<file path="config.mk">
export PLATFORM = sky130hd
export DESIGN_NAME = ifu_mem_fetch
export DESIGN_NICKNAME = d
export VERILOG_FILES = /design/src/rtl/npc_pkg.sv /design/src/rtl/ifu_npc_gen.sv /design/src/rtl/ifu_mem_fetch.sv
export SDC_FILE = /design/constraint.sdc
export NUM_CORES = 1
export LEC_CHECK = 0
export ABC_CLOCK_PERIOD_IN_PS = 3500
export CAP_MARGIN = 25
export CORE_ASPECT_RATIO = 0.9
export CORE_UTILIZATION = 40
export CTS_CLUSTER_SIZE = 10
export DETAILED_ROUTE_END_ITERATION = 8
export GPL_ROUTABILITY_DRIVEN = 1
export HOLD_SLACK_MARGIN = 0.1
export MAX_ROUTING_LAYER = met4
export PLACE_DENSITY = 0.84
export SYNTH_ARGS = -nofsm -noshare
export SYNTH_HDL_FRONTEND = slang
export SYNTH_HIERARCHICAL = 1
export SYNTH_SLANG_ARGS = --single-unit
export TNS_END_PERCENT = 100
</file>
<file path="constraint.sdc">
create_clock -name clk -period 3.5 [get_ports clk]
set_input_delay 0.7 -clock clk [delete_from_list [all_inputs] [get_ports clk]]
set_output_delay 0.7 -clock clk [all_outputs]
set_load 0.05 [all_outputs]
</file>
<file path="src/rtl/npc_pkg.sv">
// Shared constants and types for the instruction fetch stage.
package npc_pkg;

    localparam logic [31:0] RESET_PC_DEFAULT = 32'h8000_0000;
    localparam logic [31:0] NOP_INST         = 32'h0000_0013;
    localparam logic [31:0] PC_STEP          = 32'd4;

    typedef enum logic [2:0] {
        REQ,
        WAIT,
        VALID,
        EXEC,
        HALT
    } fetch_state_e;

endpackage

</file>
<file path="src/rtl/ifu_npc_gen.sv">
// Combinational next-PC adder: (imm | 4) + (rs1 | pc), bit0 cleared for jalr, bit1 flags misalignment.
module ifu_npc_gen
    import npc_pkg::*;
(
    input  logic [31:0] pc_i,
    input  logic [31:0] rs1_i,
    input  logic [31:0] imm_i,
    input  logic        pca_src_i,
    input  logic        pcb_src_i,
    output logic [31:0] next_pc_o,
    output logic        misalign_o
);

    logic [31:0] add_a;
    logic [31:0] add_b;

    always_comb begin
        // NOTE: every output gets a value before any branch so no latch is inferred.
        add_a      = pca_src_i ? imm_i : PC_STEP;
        add_b      = pcb_src_i ? rs1_i : pc_i;
        next_pc_o  = add_a + add_b;
        if (pcb_src_i) begin
            next_pc_o[0] = 1'b0;
        end
        misalign_o = next_pc_o[1];
    end

endmodule

</file>
<file path="src/rtl/ifu_mem_fetch.sv">
// Multi-cycle fetch stage: one outstanding memory request per instruction, IDU handshake, PC commit on retire.
// Optional perf counters are enabled with `define IFU_PERF_CNT_EN.
module ifu_mem_fetch
    import npc_pkg::*;
#(
    parameter logic [31:0] RESET_PC = RESET_PC_DEFAULT,
    parameter int          PERF_W   = 64
) (
    input  logic              clk,
    input  logic              rst,
    input  logic              WBU_finish,
    input  logic              PCAsrc,
    input  logic              PCBsrc,
    input  logic [31:0]       rs1,
    input  logic [31:0]       imm,
    output logic              mem_req_valid,
    input  logic              mem_req_ready,
    output logic [31:0]       mem_req_addr,
    input  logic              mem_rsp_valid,
    output logic              mem_rsp_ready,
    input  logic [31:0]       mem_rsp_data,
    input  logic              mem_rsp_err,
    output logic              IFU_valid,
    input  logic              IDU_ready,
    output logic [31:0]       inst,
    output logic [31:0]       pc,
    output logic              fetch_fault
`ifdef IFU_PERF_CNT_EN
    ,
    output logic [PERF_W-1:0] perf_fetch_cnt,
    output logic [PERF_W-1:0] perf_stall_cnt
`endif
);

    fetch_state_e state_q;
    logic [31:0]  pc_q;
    logic [31:0]  inst_q;
    logic         req_valid_q;
    logic         rsp_ready_q;
    logic         ifu_valid_q;
    logic         fault_q;

    logic [31:0]  next_pc;
    logic         npc_misalign;

    ifu_npc_gen u_npc_gen (
        .pc_i       (pc_q),
        .rs1_i      (rs1),
        .imm_i      (imm),
        .pca_src_i  (PCAsrc),
        .pcb_src_i  (PCBsrc),
        .next_pc_o  (next_pc),
        .misalign_o (npc_misalign)
    );

    // Handshake outputs are registered alongside the state, so REQ right after reset
    // spends one cycle raising mem_req_valid before a request can be accepted.
    always_ff @(posedge clk or posedge rst) begin
        if (rst) begin
            state_q     <= REQ;
            pc_q        <= RESET_PC;
            inst_q      <= NOP_INST;
            req_valid_q <= 1'b0;
            rsp_ready_q <= 1'b0;
            ifu_valid_q <= 1'b0;
            fault_q     <= 1'b0;
        end else begin
            // NOTE: non-blocking assignments so every register samples pre-edge values.
            case (state_q)
                REQ: begin
                    if (req_valid_q && mem_req_ready) begin
                        req_valid_q <= 1'b0;
                        rsp_ready_q <= 1'b1;
                        state_q     <= WAIT;
                    end else begin
                        req_valid_q <= 1'b1;
                    end
                end
                WAIT: begin
                    if (mem_rsp_valid) begin
                        rsp_ready_q <= 1'b0;
                        if (mem_rsp_err) begin
                            fault_q <= 1'b1;
                            state_q <= HALT;
                        end else begin
                            inst_q      <= mem_rsp_data;
                            ifu_valid_q <= 1'b1;
                            state_q     <= VALID;
                        end
                    end
                end
                VALID: begin
                    if (IDU_ready) begin
                        ifu_valid_q <= 1'b0;
                        state_q     <= EXEC;
                    end
                end
                EXEC: begin
                    if (WBU_finish) begin
                        if (npc_misalign) begin
                            fault_q <= 1'b1;
                            state_q <= HALT;
                        end else begin
                            pc_q        <= next_pc;
                            req_valid_q <= 1'b1;
                            state_q     <= REQ;
                        end
                    end
                end
                HALT: begin
                    req_valid_q <= 1'b0;
                    rsp_ready_q <= 1'b0;
                    ifu_valid_q <= 1'b0;
                end
                default: begin
                    req_valid_q <= 1'b0;
                    rsp_ready_q <= 1'b0;
                    ifu_valid_q <= 1'b0;
                    fault_q     <= 1'b1;
                    state_q     <= HALT;
                end
            endcase
        end
    end

    assign mem_req_valid = req_valid_q;
    assign mem_req_addr  = pc_q;
    assign mem_rsp_ready = rsp_ready_q;
    assign IFU_valid     = ifu_valid_q;
    assign inst          = inst_q;
    assign pc            = pc_q;
    assign fetch_fault   = fault_q;

`ifdef IFU_PERF_CNT_EN
    logic [PERF_W-1:0] fetch_cnt_q;
    logic [PERF_W-1:0] fetch_cnt_d;
    logic [PERF_W-1:0] stall_cnt_q;
    logic [PERF_W-1:0] stall_cnt_d;
    logic              req_stall;
    logic              rsp_stall;

    always_comb begin
        req_stall   = req_valid_q && !mem_req_ready;
        rsp_stall   = rsp_ready_q && !mem_rsp_valid;
        fetch_cnt_d = fetch_cnt_q + PERF_W'(ifu_valid_q && IDU_ready);
        stall_cnt_d = stall_cnt_q + PERF_W'(req_stall || rsp_stall);
    end

    always_ff @(posedge clk or posedge rst) begin
        if (rst) begin
            fetch_cnt_q <= '0;
            stall_cnt_q <= '0;
        end else begin
            fetch_cnt_q <= fetch_cnt_d;
            stall_cnt_q <= stall_cnt_d;
        end
    end

    assign perf_fetch_cnt = fetch_cnt_q;
    assign perf_stall_cnt = stall_cnt_q;
`endif

`ifndef SYNTHESIS
    a_perf_w_legal: assert property (@(posedge clk) PERF_W > 0);

    a_finish_only_in_exec: assert property (
        @(posedge clk) disable iff (rst) WBU_finish |-> (state_q == EXEC)
    );

    a_rsp_only_in_wait: assert property (
        @(posedge clk) disable iff (rst) mem_rsp_valid |-> (state_q == WAIT)
    );
`endif

endmodule
</file>
**Word-level counts from Yosys, hierarchy flattened**

Index checks and enable logic that the tools add are counted.

- Add/sub/neg operators: 1
- Equal/unequal tests: 12
- Multiplexer cells: 26
- Bitwise gates (word level): 7
- Reduce and logical (&&, ||, !) cells: 13

Operators by type and width:

| kind | number |
|---|---|
| two-way mux 32 bit | 2 |
| adder 32 bit | 1 |
| two-way mux 3 bit | 6 |
| inequality test 2 bit, second input constant | 8 |
| case mux 3 bit (5 select lines) | 1 |
| two-way mux 1 bit | 13 |
| case mux 1 bit (3 select lines) | 4 |
| AND reduction 3 bit | 4 |
| AND reduction 5 bit | 2 |
| inverter 1 bit | 7 |
| equality test 3 x 2 -> 1 bit, second input constant | 2 |
| OR reduction 2 bit | 3 |
| AND reduction 4 bit | 1 |
| equality test 3 x 1 -> 1 bit, second input constant | 1 |
| equality test 3 bit, second input constant | 1 |
| logical NOT 3 bit | 1 |
| OR reduction 3 bit | 1 |
| logical AND 1 bit | 1 |

- Register bits: 70
- Input bits: 105
- Output and inout bits: 100

**Logic depth before layout (Yosys ltp)**

Gate-level depths: netlist (run 1).

- Word-level depth: 5
- Gate-level depth with buffers: 12
- Mapped depth without buffers: 10

**By module**

The synthesis (run 1) kept the hierarchy.

By module, submodules not included:

| module | times used | cells each | area an instance (um^2) | sequential area each (um^2) |
|---|---|---|---|---|
| ifu_mem_fetch | 1 | 207 | 3031.7 | 1781.7 |
| ifu_npc_gen | 1 | 312 | 2307.2 | 0.0 |

**Worst setup path after synthesis (run 1)**

OpenSTA, ideal clock, no wires.

- Path type: input to register
- Start point: input PCBsrc
- End point: register pc_q[28] (netlist: mem_req_addr[28])
- Setup time: 0.125 ns
- Arrival: 3.480 ns
- Data required time: 3.375 ns
- Path slack: -0.105 ns
- Cell stages on the path: 12
- Path buffers: 3
- Cells stage by stage: clkbuf_1 clkbuf_1 mux2_2 ha_1 buf_6 a21oi_4 o21ai_2 a221o_1 a311o_1 a211oi_2 xnor2_1 mux2_2

RTL lines:

| item | line | text |
|---|---|---|
| start, declared | ifu_mem_fetch.sv:13 | `input logic PCBsrc,` |
| two-way mux 32 bit | ifu_npc_gen.sv:20 | `add_b = pcb_src_i ? rs1_i : pc_i;` |
| adder 32 bit | ifu_npc_gen.sv:21 | `next_pc_o = add_a + add_b;` |
| net next_pc[28] | ifu_mem_fetch.sv:43 | `logic [31:0] next_pc;` |
| end signal, assigned | ifu_mem_fetch.sv:104 | `pc_q <= next_pc;` |
| end, declared | ifu_mem_fetch.sv:36 | `logic [31:0] pc_q;` |

The timed path passes the listed nets, and every way through them passes these cells.
A chain may end at the register's enable or synchronous reset.

**Worst setup path in the final report (run 1)**

Same ends and word-level chain as after synthesis.

==> results.cfg, run 1 <==
[clocking]
max-clock-path-buffers = 2
cts_setup_buffers = 0
h-tree-depth = 3
numClockSinks = 71
cts_tree = built
clkSlewWorstSetupHoldPaths_ns = 0.06
clk_latency_ns = 0.34
cts_root_buffer = clkbuf_16
cts_buffers = 9
hold_buffers = 0

[floorplanning]
die_w_um = 124
io_pins = 205
coreArea_mm2 = 0.0128
num_rows = 39
fp.dieH_um = 112
start_util_pct = 41.6
dieArea_mm2 = 0.0138

[detailed_routing]
vias = 4978
ant_nets = 0
vias_per_cell = 5.23
drc = 0
drtIter0Drc = 287
wl_per_cell_um = 16.9
wirelength_um = 16100
drt_first_pass_iters = 5

[final_layout]
antenna_cells = 0
final_cell_mix = clkdlybuf4s50_1, buf_4, mux2_2
postLayoutCellArea_mm2 = 0.00835
area.growth.synth_to_final_pct = 56.4
final_common_cell = clkdlybuf4s50_1
fin_nets = 920
drive_gt1_share_pct = 28.9

[synth]
synthArstFlopShare_pct = 100
yosys_most_used_dff = dfrtp_1
yosys_warnings = 6
synthDistinctLibCells = 61
avgSynthCellArea_um2 = 10.3
synth_edf_count = 0
synthSimpleGateAreaFrac_pct = 12.9
synthesis.area_mm2 = 0.00534
synth-compound-area-share_pct = 13.6
syn-num-nets = 656
synthTopCellsByArea = dfrtp_1, mux2_2, ha_1
synthAdderAreaFrac_pct = 7.64
synth-xor-area-share_pct = 4.59
yosys.area.top_type = dfrtp_1
yosysSeqAreaShare_pct = 33.4
synth_top_cell_area_share_pct = 31.4
synthCells = 519
synth_top_family_by_area = multiplexers
synth_seq_cells = 71
synth.area.mux_share_pct = 20.2

[global_routing]
grt_pass1_wl_um = 25800
grt_pass1_vias = 5229
overflow = 0
grt_max_degree = 37
antenna_found_initial = 0
grt_usage_pct = 24.8

[place]
pre_cts_slack_ns = -0.575
placed_area_mm2 = 0.00800
portBuffers = 204
hpwlAfterDp_um = 12800
gp_congestion = 0.899

[sta]
worst_pin_slew_ns = 0.557
period_needed_ns = 3.38
worst_slack_ns = 0.122
timing.final.crit_share_pct = 96.5
tns_ns = 0
fmax_ghz = 0.296
relSlewSlack_pct = 62.8
finClkSkew_ns = 0.00311
finalHoldViolCount = 0
slew_viol_final = 0
final-setup-viol-count = 0

[critical_path]
start_kind = input port
critPathRequiredTime_ns = 3.72
crit_type = in2reg
reg2reg_depth = 11
worst_setup_path_end_kind = flip-flop
arrival_ns = 3.60
path_max_fanout = 10

[hold_path]
hp-class = reg2reg
whs_path_depth = 1

[run]
maxCapViolCount = 0

[pwr]
p_per_area_mw_per_mm2 = 529
p_total_mw = 4.42
ir_drop_mv = 0.393
p_leak_nw = 3.73

[run_status]
status = complete, no violations
-- sequential cells by signal (all words and copies together) (netlist names) --
register       flops
fetch_fault        1
mem_req_addr      32
inst              32
mem_req_valid      1
mem_rsp_ready      1
IFU_valid          1
state_q            3
-- through the flow --
step | std cells | hold slack, ns | utilization, %
2_1_floorplan | 519 | 0.572 | -
5_1_grt | 952 | 0.506 | 65.0
3_5_place_dp | 936 | 0.474 | 62.3
4_1_cts | 952 | 0.493 | 64.9
3_3_place_gp | 936 | 0.457 | 62.3
6_report | 952 | 0.484 | 65.0
-- metal layers --
metal,GRT usage [%],vias up,part of all wire (%)
li1,-,2401,-
met1,30.2,2374,43
met2,40.5,172,49
met3,5.38,31,5.3
met4,7.55,0,2.0
met5,-,-,0
-- kinds of logic (layout without fill, tap and decap cells) --
kind of cell               after synthesis  after routing
adders and majority gates               32             32
DFF                                     71             71
buffers and inverters                   61            330
xor gates and xnor gates                28             28
muxes                                   96             96
and+or+nand+nor                        120            120
AOI/OAI and AO/OA                      111            111
-- report_power, final --
part / total (mW) / internal (mW) / leakage (nW) / switching, mW
clock: 0.932 / 0.571 / 0.149 / 0.361
sequential: 1.22 / 1.05 / 0.933 / 0.165
combinational: 2.27 / 0.935 / 2.64 / 1.33
total: 4.42 / 2.56 / 3.73 / 1.86
-- cell type report --
type / count / area (um2)
fill: 1031 / 4490
multi-input combinational: 387 / 3190
timing repair buffer: 309 / 2860
sequential: 71 / 1780
clock buffer: 11 / 243
tap: 164 / 205
clock inverter: 5 / 57.6
inverter: 5 / 18.8
-- path summary, 6_finish.rpt --
check / from / end / slack (ns)
max in group asynchronous: rst / mem_req_addr[31] / 2.08
min: fetch_fault / fetch_fault / 0.48
max: PCBsrc / mem_req_addr[28] / 0.12
min in group asynchronous: rst / inst[13] / 0.72
max reg2reg: mem_req_addr[0] / mem_req_addr[22] / 0.50
min reg2reg: fetch_fault / fetch_fault / 0.48
-- critical path, cell delays in order --
cell and delay, ns:
dlygate4sd2_1 0.31, buf_6 0.19, mux2_2 0.35, ha_1 0.31, a21oi_1 0.24, o21ai_1 0.16, a221o_1 0.34, a311o_1 0.38
a211oi_2 0.26, xnor2_1 0.09, mux2_2 0.26
-- timing repair --
item | CTS | global route
setup endpoints to repair | 6 | 2
gates cloned | 0 | 0
gates resized for setup | 6 | 5
-- cells in the mapped netlist (2+ instances only) --
| library cell | number |
|---|---|
| nand4_1 | 10 |
| o21a_1 | 3 |
| o221ai_1 | 2 |
| xor2_1 | 8 |
| and3_1 | 8 |
| a21boi_0 | 2 |
| dfstp_2 | 4 |
| xnor2_1 | 20 |
| a211oi_1 | 6 |
| nor2_1 | 15 |
| nor2b_1 | 2 |
| a21o_1 | 7 |
| o31ai_1 | 2 |
| nand3_1 | 3 |
| dfrtp_1 | 67 |
| clkbuf_1 | 12 |
| and2_1 | 32 |
| a21oi_2 | 2 |
| nand2_1 | 25 |
| a221o_1 | 2 |
| o21bai_1 | 5 |
| nor4_1 | 3 |
| nand2b_1 | 5 |
| nand3b_1 | 3 |
| buf_4 | 33 |
| o211ai_1 | 3 |
| and3b_1 | 2 |
| buf_2 | 4 |
| mux2_1 | 7 |
| buf_6 | 7 |
| ha_1 | 31 |
| a221oi_1 | 2 |
| mux2_2 | 88 |
| a31oi_1 | 4 |
| o21ai_0 | 22 |
| nor3_1 | 4 |
| a21oi_1 | 36 |
| inv_1 | 5 |
(Power assumes the default switching activity.)
==> run 2, diff against run 1 <==
--- a/config.mk
+++ b/config.mk
@@ -19,4 +19,4 @@
 export SYNTH_HDL_FRONTEND = slang
 export SYNTH_HIERARCHICAL = 1
 export SYNTH_SLANG_ARGS = --single-unit
-export TNS_END_PERCENT = 100
+export TNS_END_PERCENT = 50
==> results.cfg, run 2 (same netlist as run 1, synthesis figures left out) <==
[pwr]
p_leak_nw = 3.72
combPwrFrac_pct = 51.3
p_total_mw = 4.42
seqPwrFrac_pct = 27.6
internal_power_mw = 2.56
ir_drop_mv = 0.393
sw_frac_of_total_pct = 42.1
p_per_area_mw_per_mm2 = 530
switchingPower_mw = 1.86
pwr-share-clk_pct = 21.1

[critical_path]
startpoint = rs1[0]
path_max_fanout = 4
worst_setup_path_end_kind = flip-flop
crit_type = in2reg
worstReg2RegStart = mem_req_addr[0]
critPathRequiredTime_ns = 3.73
start_kind = input port
arrival_ns = 3.58

[clocking]
h-tree-depth = 3
clk_latency_ns = 0.34
cts_tree = built
numClockSinks = 71
cts_setup_buffers = 0
max-clock-path-buffers = 2
hold_buffers = 0
cts_root_buffer = clkbuf_16
clkSlewWorstSetupHoldPaths_ns = 0.06
cts_buffers = 9

[global_routing]
antenna_found_initial = 0
grt_max_degree = 37
grt_usage_pct = 24.8
overflow = 0
grt_pass1_vias = 5229
grt_pass1_wl_um = 25800

[detailed_routing]
vias_per_cell = 5.22
wirelength_um = 16100
drc = 0
wl_per_cell_um = 16.9
drtIter0Drc = 280
ant_nets = 0
vias = 4971
drt_first_pass_iters = 4

[floorplanning]
dieArea_mm2 = 0.0138
fp.dieH_um = 112
num_rows = 39
coreArea_mm2 = 0.0128
die_w_um = 124
start_util_pct = 41.6
io_pins = 205

[sta]
fmax_ghz = 0.298
finClkSkew_ns = 0.00320
slew_viol_final = 0
timing.hold.ws_ns = 0.484
rsz0062_at_grt = true
timing.final.crit_share_pct = 96.0
tns_ns = 0
finalHoldViolCount = 0
worst_pin_slew_ns = 0.557
final-setup-viol-count = 0
period_needed_ns = 3.36
relSlewSlack_pct = 62.8

[final_layout]
drive_gt1_share_pct = 28.8
area.growth.synth_to_final_pct = 56.2
fillers = 1033
multi_input_area_mm2 = 0.00318
antenna_cells = 0
final_cell_mix = clkdlybuf4s50_1, buf_4, mux2_2
final_common_cell = clkdlybuf4s50_1
ff_latch_area_mm2 = 0.00178
final_util_pct = 65.0
fin_nets = 920

[run]
maxCapViolCount = 0

[hold_path]
hp-class = reg2reg
hp-start = fetch_fault

[place]
portBuffers = 204
gp_congestion = 0.899
hpwlAfterDp_um = 12800

[run_status]
status = complete, no violations
==> run 2: cell counts in the layout (fill, tap and decap cells not counted) <==
No cell type changed its count.
==> run 2: final timing paths <==
| check | end | slack [ns] | depth (start not counted) |
|---|---|---|---|
| worst max-delay path | mem_req_addr[22] | 0.14 | 12 |
| worst min-delay path | fetch_fault | 0.48 | 1 |
| worst max register to register | mem_req_addr[22] | 0.49 | 11 |
| worst min register to register | fetch_fault | 0.48 | 1 |
| max in group asynchronous | mem_req_addr[31] | 2.08 | 3 |
| min in group asynchronous | inst[13] | 0.72 | 2 |
==> run 2: layer usage <==
metal,track usage [%],wire length [um],up-vias,share of wire (%)
li1,-,-,2401,-
met1,30.2,6960,2377,43
met2,40.5,7960,164,50
met3,5.38,837,29,5.2
met4,7.55,321,0,2.0
met5,-,0,-,0
==> run 2: layout make-up <==
class,count,share of cell area [%]
Multi-Input combinational cell,387,38.1
Timing Repair Buffer,309,34.2
Sequential cell,71,21.4
Clock buffer,11,2.91
Tap cell,164,2.46
Clock inverter,5,0.690
Inverter,5,0.225
==> run 2: power by group through the flow <==
stage	registers (mW)	logic (mW)	clock network, mW
global placement	1.21	2.22	0
detailed placement	1.23	2.26	0
finish	1.22	2.27	0.932
global route	1.25	2.37	0.996
floorplan	1.93	0.697	0
CTS	1.22	2.27	0.964
==> run 2: worst max-delay path, cell delays in order <==
cell,delay (ns)
clkdlybuf4s50_1,0.41
mux2_2,0.27
ha_1,0.21
fa_1,0.40
a21o_1,0.21
a221o_1,0.39
nand4_1,0.16
a31oi_1,0.09
buf_4,0.18
a21boi_0,0.21
xnor2_1,0.09
mux2_2,0.26
==> run 2: timing repair <==
action | 4_1_cts | 5_1_grt
hold endpoints to repair | 0 | 0
setup endpoints to repair | 6 | 2
gates resized for setup | 6 | 3
cloned | 0 | 0
==> run 2: per-stage QoR <==
| step | instance area (um2) | worst slack, ns | std cells |
|---|---|---|---|
| floorplan | 5340 | -0.0331 | 519 |
| global placement | 8000 | -0.704 | 936 |
| detailed placement | 8000 | -0.575 | 936 |
| CTS | 8320 | 0.129 | 952 |
| global route | 8340 | -0.0105 | 952 |
| finish | 8340 | 0.141 | 952 |
